**config.mk**
```make
export PLATFORM = sky130hd
export DESIGN_NAME = vga_sync_decoder
export DESIGN_NICKNAME = d
export VERILOG_FILES = /design/src/rtl/vga_sync_decoder.sv
export SDC_FILE = /design/constraint.sdc
export NUM_CORES = 1
export LEC_CHECK = 0
export ABC_CLOCK_PERIOD_IN_PS = 7400
export CORE_ASPECT_RATIO = 0.6
export CORE_UTILIZATION = 60
export DETAILED_ROUTE_END_ITERATION = 8
export HOLD_SLACK_MARGIN = 0.02
export PLACE_DENSITY = 0.85
export SLEW_MARGIN = 25
export SYNTH_ARGS = -nofsm -noshare
export SYNTH_HDL_FRONTEND = slang
export SYNTH_SLANG_ARGS = --single-unit
```
**constraint.sdc**
```tcl
create_clock -name clk25 -period 7.4 [get_ports clk25]
set_input_delay 0.74 -clock clk25 [delete_from_list [all_inputs] [get_ports clk25]]
set_output_delay 0.74 -clock clk25 [all_outputs]
set_load 0.02 [all_outputs]
```
**src/rtl/vga_sync_decoder.sv**
```systemverilog
// Recovers pixel coordinates from a VGA hs/vs/blank stream, measures sync timing,
// and tracks lock against the expected timing with a SEARCH/ACQUIRE/LOCKED FSM.
module vga_sync_decoder #(
   parameter int EXP_H_TOTAL = 800,
   parameter int EXP_H_SYNC  = 96,
   parameter int EXP_V_TOTAL = 525,
   parameter int EXP_V_SYNC  = 2,
   parameter int LOCK_FRAMES = 2
) (
   input  logic       clk25,
   input  logic       rstN,
   input  logic       hs,
   input  logic       vs,
   input  logic       blankN,
   output logic [9:0] x,
   output logic [9:0] y,
   output logic       pixelValid,
   output logic       lineStart,
   output logic       frameStart,
   output logic [9:0] hTotalMeas,
   output logic [9:0] hSyncMeas,
   output logic [9:0] vTotalMeas,
   output logic [9:0] vSyncMeas,
   output logic       locked,
   output logic       lossOfLock
);

   localparam logic [9:0]  CNT_MAX   = 10'd1023;
   localparam logic [10:0] H_TOTAL_X = 11'(EXP_H_TOTAL);
   localparam logic [9:0]  H_SYNC_X  = 10'(EXP_H_SYNC);
   localparam logic [10:0] V_TOTAL_X = 11'(EXP_V_TOTAL);
   localparam logic [9:0]  V_SYNC_X  = 10'(EXP_V_SYNC);
   localparam logic [7:0]  LOCK_N    = 8'(LOCK_FRAMES);

   typedef enum logic [1:0] {SEARCH, ACQUIRE, LOCKED} state_t;

   state_t      state_reg;
   logic        hs_d, vs_d, b_d;
   logic [9:0]  h_cnt, h_low_cnt, line_cnt, vs_line_cnt;
   logic        line_bad;
   logic [7:0]  good_cnt;

   logic        h_fall, h_rise, v_fall, v_rise, b_fall, h_sat;
   logic [10:0] h_total_now, line_total, vs_total;
   logic        h_bad_fall, h_bad_rise, frame_good;
   logic [7:0]  good_inc;

   assign h_fall = hs_d & ~hs;
   assign h_rise = ~hs_d & hs;
   assign v_fall = vs_d & ~vs;
   assign v_rise = ~vs_d & vs;
   assign b_fall = b_d & ~blankN;
   assign h_sat  = (h_cnt == CNT_MAX);

   assign h_total_now = {1'b0, h_cnt} + 11'd1;
   assign line_total  = {1'b0, line_cnt} + {10'd0, h_fall};
   assign vs_total    = {1'b0, vs_line_cnt} + {10'd0, h_fall};

   // The line closed by a concurrent hs fall belongs to the frame being judged.
   assign h_bad_fall = h_fall && (h_total_now != H_TOTAL_X);
   assign h_bad_rise = h_rise && (h_low_cnt != H_SYNC_X);
   assign frame_good = !(line_bad || h_bad_fall || h_bad_rise) &&
                       (line_total == V_TOTAL_X) && (vSyncMeas == V_SYNC_X);
   assign good_inc   = good_cnt + 8'd1;

   assign pixelValid = b_d;

   always_ff @(posedge clk25) begin
      if (!rstN) begin
         hs_d        <= 1'b1;
         vs_d        <= 1'b1;
         b_d         <= 1'b0;
         lineStart   <= 1'b0;
         frameStart  <= 1'b0;
         h_cnt       <= '0;
         h_low_cnt   <= '0;
         line_cnt    <= '0;
         vs_line_cnt <= '0;
         hTotalMeas  <= '0;
         hSyncMeas   <= '0;
         vTotalMeas  <= '0;
         vSyncMeas   <= '0;
         x           <= '0;
         y           <= '0;
         line_bad    <= 1'b0;
      end else begin
         hs_d       <= hs;
         vs_d       <= vs;
         b_d        <= blankN;
         lineStart  <= h_fall;
         frameStart <= v_fall;

         if (h_fall) begin
            h_cnt      <= '0;
            hTotalMeas <= h_sat ? CNT_MAX : h_total_now[9:0];
         end else if (!h_sat) begin
            h_cnt <= h_cnt + 10'd1;
         end

         if (h_rise) begin
            hSyncMeas <= h_low_cnt;
            h_low_cnt <= '0;
         end else if (!hs && h_low_cnt != CNT_MAX) begin
            h_low_cnt <= h_low_cnt + 10'd1;
         end

         if (v_fall) begin
            vTotalMeas <= line_total[10] ? CNT_MAX : line_total[9:0];
            line_cnt   <= '0;
         end else if (h_fall && line_cnt != CNT_MAX) begin
            line_cnt <= line_cnt + 10'd1;
         end

         // An hs fall in the vs rise cycle still happened while vs was low.
         if (v_rise) begin
            vSyncMeas   <= vs_total[10] ? CNT_MAX : vs_total[9:0];
            vs_line_cnt <= '0;
         end else if (h_fall && !vs_d && vs_line_cnt != CNT_MAX) begin
            vs_line_cnt <= vs_line_cnt + 10'd1;
         end

         if (!blankN)
            x <= '0;
         else if (!b_d)
            x <= '0;
         else if (x != CNT_MAX)
            x <= x + 10'd1;

         if (v_fall)
            y <= '0;
         else if (b_fall && y != CNT_MAX)
            y <= y + 10'd1;

         if (v_fall)
            line_bad <= 1'b0;
         else if (h_bad_fall || h_bad_rise)
            line_bad <= 1'b1;
      end
   end

   always_ff @(posedge clk25) begin
      if (!rstN) begin
         state_reg  <= SEARCH;
         good_cnt   <= '0;
         locked     <= 1'b0;
         lossOfLock <= 1'b0;
      end else begin
         lossOfLock <= 1'b0;
         case (state_reg)
            SEARCH: begin
               if (v_fall) begin
                  state_reg <= ACQUIRE;
                  good_cnt  <= '0;
               end
            end
            ACQUIRE: begin
               if (h_sat) begin
                  state_reg <= SEARCH;
               end else if (v_fall) begin
                  if (frame_good) begin
                     good_cnt <= good_inc;
                     if (good_inc >= LOCK_N) begin
                        state_reg <= LOCKED;
                        locked    <= 1'b1;
                     end
                  end else begin
                     good_cnt <= '0;
                  end
               end
            end
            LOCKED: begin
               if (h_sat || (v_fall && !frame_good)) begin
                  state_reg  <= SEARCH;
                  locked     <= 1'b0;
                  lossOfLock <= 1'b1;
               end
            end
            default: begin
               state_reg <= SEARCH;
               locked    <= 1'b0;
            end
         endcase
      end
   end

endmodule

```
==> impl_metrics.py <==
metrics = {
    "sta": {
        "maxSlewHeadroom": 0.438,
        "tns_ns": 0,
        "finalHoldViolations": 0,
        "setup_viol": 0,
        "rsz0062_at_grt": "no",
        "max_freq_ghz": 0.269,
        "final.min_clock_period_ns": 3.72,
        "fin_crit_sh": 0.502,
        "worst_pin_slew_ns": 0.842,
        "final_max_slew_viol_count": 0,
        "skew_ns": 0.00930,
    },
    "placement": {
        "port_buffers": 69,
        "dp_hpwl_um": 10000,
        "gp_congestion": 0.904,
    },
    "power_and_ir_drop": {
        "ir_drop_mv": 0.177,
        "power_per_cell_area_nw_per_um2": 224,
        "p_leak_nw": 2.54,
        "p_clk_frac": 0.518,
        "power_frac_comb": 0.055,
        "power.internal_mw": 1.19,
        "total_power_mw": 1.54,
        "seqPwrFrac": 0.427,
        "switching_power_mw": 0.348,
        "swShare": 0.226,
    },
    "floorplan": {
        "fp.dieW_um": 127,
        "initial_core_util": 0.639,
        "die_y_um": 77.0,
        "core_sq_um": 8820,
        "die-area_sq_um": 9790,
        "io_pins": 70,
        "rows": 26,
    },
    "routing": {
        "vias": 5189,
        "drt_iter0_drc": 441,
        "drc_errors": 0,
        "ant_nets": 0,
        "post_drt_wl_per_cell_um": 16.4,
        "dr.pass1.iters": 5,
        "avgViaCountPerCell": 5.94,
        "routed_wl_um": 14300,
    },
    "cts": {
        "cts_hold_buf": 0,
        "cts_sinks": 118,
        "clk_latency_ns": 0.41,
        "cts_resized": 0,
        "cts_inserted_buffers": 17,
        "cts_setup_buffers": 0,
        "cts.htree.levels": 4,
        "clkTransAtPathRegs_ns": 0.05,
        "cts_buffer_depth": 2,
        "tritoncts": "yes",
        "cts_root_buf": "clkbuf_16",
    },
    "outcome": {
        "outcome": "finished clean",
    },
    "yosys": {
        "yosys-top-cells-area": "dfxtp_1 (42%), nor2_1 (6.0%), nand2_1 (5.8%)",
        "yosys_warnings": 0,
        "yosysSeqAreaShare": 0.420,
        "synthArstFlopShare": 0,
        "syn_nets": 700,
        "yosys_most_used_dff": "dfxtp_1",
        "synthesis.area_sq_um": 5630,
        "synth_edf_count": 0,
        "syn_inst": 682,
        "syn_avg_cell_area_sq_um": 8.26,
        "synth_seq_cells": 118,
        "yosys.cell_types.count": 56,
        "synth.top_cell.area_share": 0.420,
        "yosysTopAreaCell": "dfxtp_1",
    },
    "critical_path": {
        "path_class": "input pin to flip-flop",
        "cp-end-kind": "flip-flop",
        "r2r_slack_ns": 4.31,
        "arrival_ns": 3.99,
        "critPathMaxFanout": 15,
        "required_ns": 7.68,
        "worst_setup_path_start_kind": "input pin",
    },
    "global_route": {
        "antenna_found_initial": 0,
        "grt_pass1_wl_um": 23400,
        "grt_pass1_vias": 4803,
        "grt_overflow": 0,
        "grt_max_degree": 24,
        "track_usage": 0.305,
    },
    "final_layout": {
        "multiInputGateArea_sq_um": 3050,
        "n_fill_cell": 612,
        "seqCellArea_sq_um": 2360,
        "diodes": 0,
        "nNetsFinal": 753,
        "drive_gt1_frac": 0.0576,
        "areaGrowthSynthToFinish_pct": 22.6,
    },
    "min_path": {
        "hp-class": "flip-flop to flip-flop",
    },
    "flow_run": {
        "maxCapViolCount": 0,
    },
}
[through the flow]
| stage | utilization | hold WS (ns) | area [sq um] | std cells | worst slack, ns |
|---|---|---|---|---|---|
| 6_report | 0.783 | 0.437 | 6900 | 873 | 3.68 |
| 5_1_grt | 0.783 | 0.474 | 6900 | 873 | 3.42 |
| 4_1_cts | 0.783 | 0.439 | 6900 | 873 | 3.81 |
| 3_5_place_dp | 0.717 | 0.431 | 6320 | 842 | 3.38 |
| 3_3_place_gp | 0.717 | 0.431 | 6320 | 842 | 3.53 |
| 2_1_floorplan | - | 0.449 | 5630 | 682 | 4.26 |
[cell type report]
cell class,count,area share
flip-flops and latches,118,0.342
multi-input cells,513,0.442
inverters,15,0.00816
clock inverters,9,0.0147
clock buffers,22,0.0687
well taps,126,0.0228
repair buffers,70,0.101
[power groups by stage]
stage	Sequential, mW	Clock (mW)	Combinational (mW)
2_1_floorplan	0.675	0	0.0491
6_report	0.658	0.799	0.0854
5_1_grt	0.659	0.839	0.0920
3_5_place_dp	0.671	0	0.0825
3_3_place_gp	0.670	0	0.0799
4_1_cts	0.658	0.807	0.0844
[cells by family (layout without fill, tap and decap cells)]
kind of cell	Yosys count	in the layout	share of synthesized area
flip-flops	118	118	0.420
AO/OA/AOI/OAI	115	115	0.130
multiplexers	8	8	0.0142
adder cells (fa/ha/maj)	13	13	0.0289
buffers and inverters	51	116	0.0387
AND/OR/NAND/NOR	321	321	0.282
XOR/XNOR	56	56	0.0871
[placed cells by master (no fill, tap or decap), types with 3 or more instances in the layout]
cell	instances
nor2_1	90
nor3_1	7
nand2b_1	12
clkbuf_8	3
clkinv_2	5
or2_2	3
or3_1	8
clkbuf_16	17
a22o_1	3
a21oi_1	43
and3_1	11
a211oi_1	3
xnor2_1	25
ha_1	13
a31oi_1	3
xor2_1	31
clkdlybuf4s50_1	69
nand3b_1	3
and4_1	8
mux2i_1	8
o211ai_1	3
nand4b_1	8
o21ai_0	34
nor2b_1	7
and2_1	6
nand4_1	23
dfxtp_1	118
nand2_1	87
o31ai_1	3
nand3_1	37
inv_1	15
nor4_1	4
[path summary, 6_finish.rpt]
path	cells after the start	startpoint	end
worst min register to register	2	vTotalMeas[7]	vTotalMeas[7]
worst max-delay path	11	hs	state_reg[0]
worst min-delay path	2	vTotalMeas[7]	vTotalMeas[7]
worst max register to register	10	hs_d	state_reg[0]
[metal layers]
metal,routed length [um],track usage,part of all wire
met2,6370,0.462,0.45
met5,0,0,0
met4,127,0.0881,0.0089
met3,1250,0.0809,0.088
met1,6540,0.428,0.46
[critical path, cell delays in order]
cell             delay, ns
clkdlybuf4s50_1       0.51
nand2b_1              0.32
inv_1                 0.43
ha_1                  0.29
ha_1                  0.22
and3_1                0.27
nand2_1               0.10
mux2i_1               0.22
nand4_1               0.34
o31ai_1               0.41
a21oi_1               0.14
[Yosys cell counts, drive strengths merged, types with 2 or more instances]
cell type / number
dfxtp: 118
nor2: 90
nand2: 87
a21oi: 44
nand3: 39
o21ai: 34
xor2: 31
xnor2: 25
nand4: 23
clkbuf: 22
inv: 15
buf: 14
ha: 13
nand2b: 12
and3: 11
and4: 8
mux2i: 8
nand4b: 8
nor3: 8
or3: 8
nor2b: 7
and2: 6
a31oi: 4
nor4: 4
o31ai: 4
a211oi: 3
a221oi: 3
a22o: 3
nand3b: 3
o211ai: 3
o21a: 3
or2: 3
a21o: 2
a311oi: 2
o211a: 2
o311a: 2
or4: 2
Power figures use the tool's default switching activity.
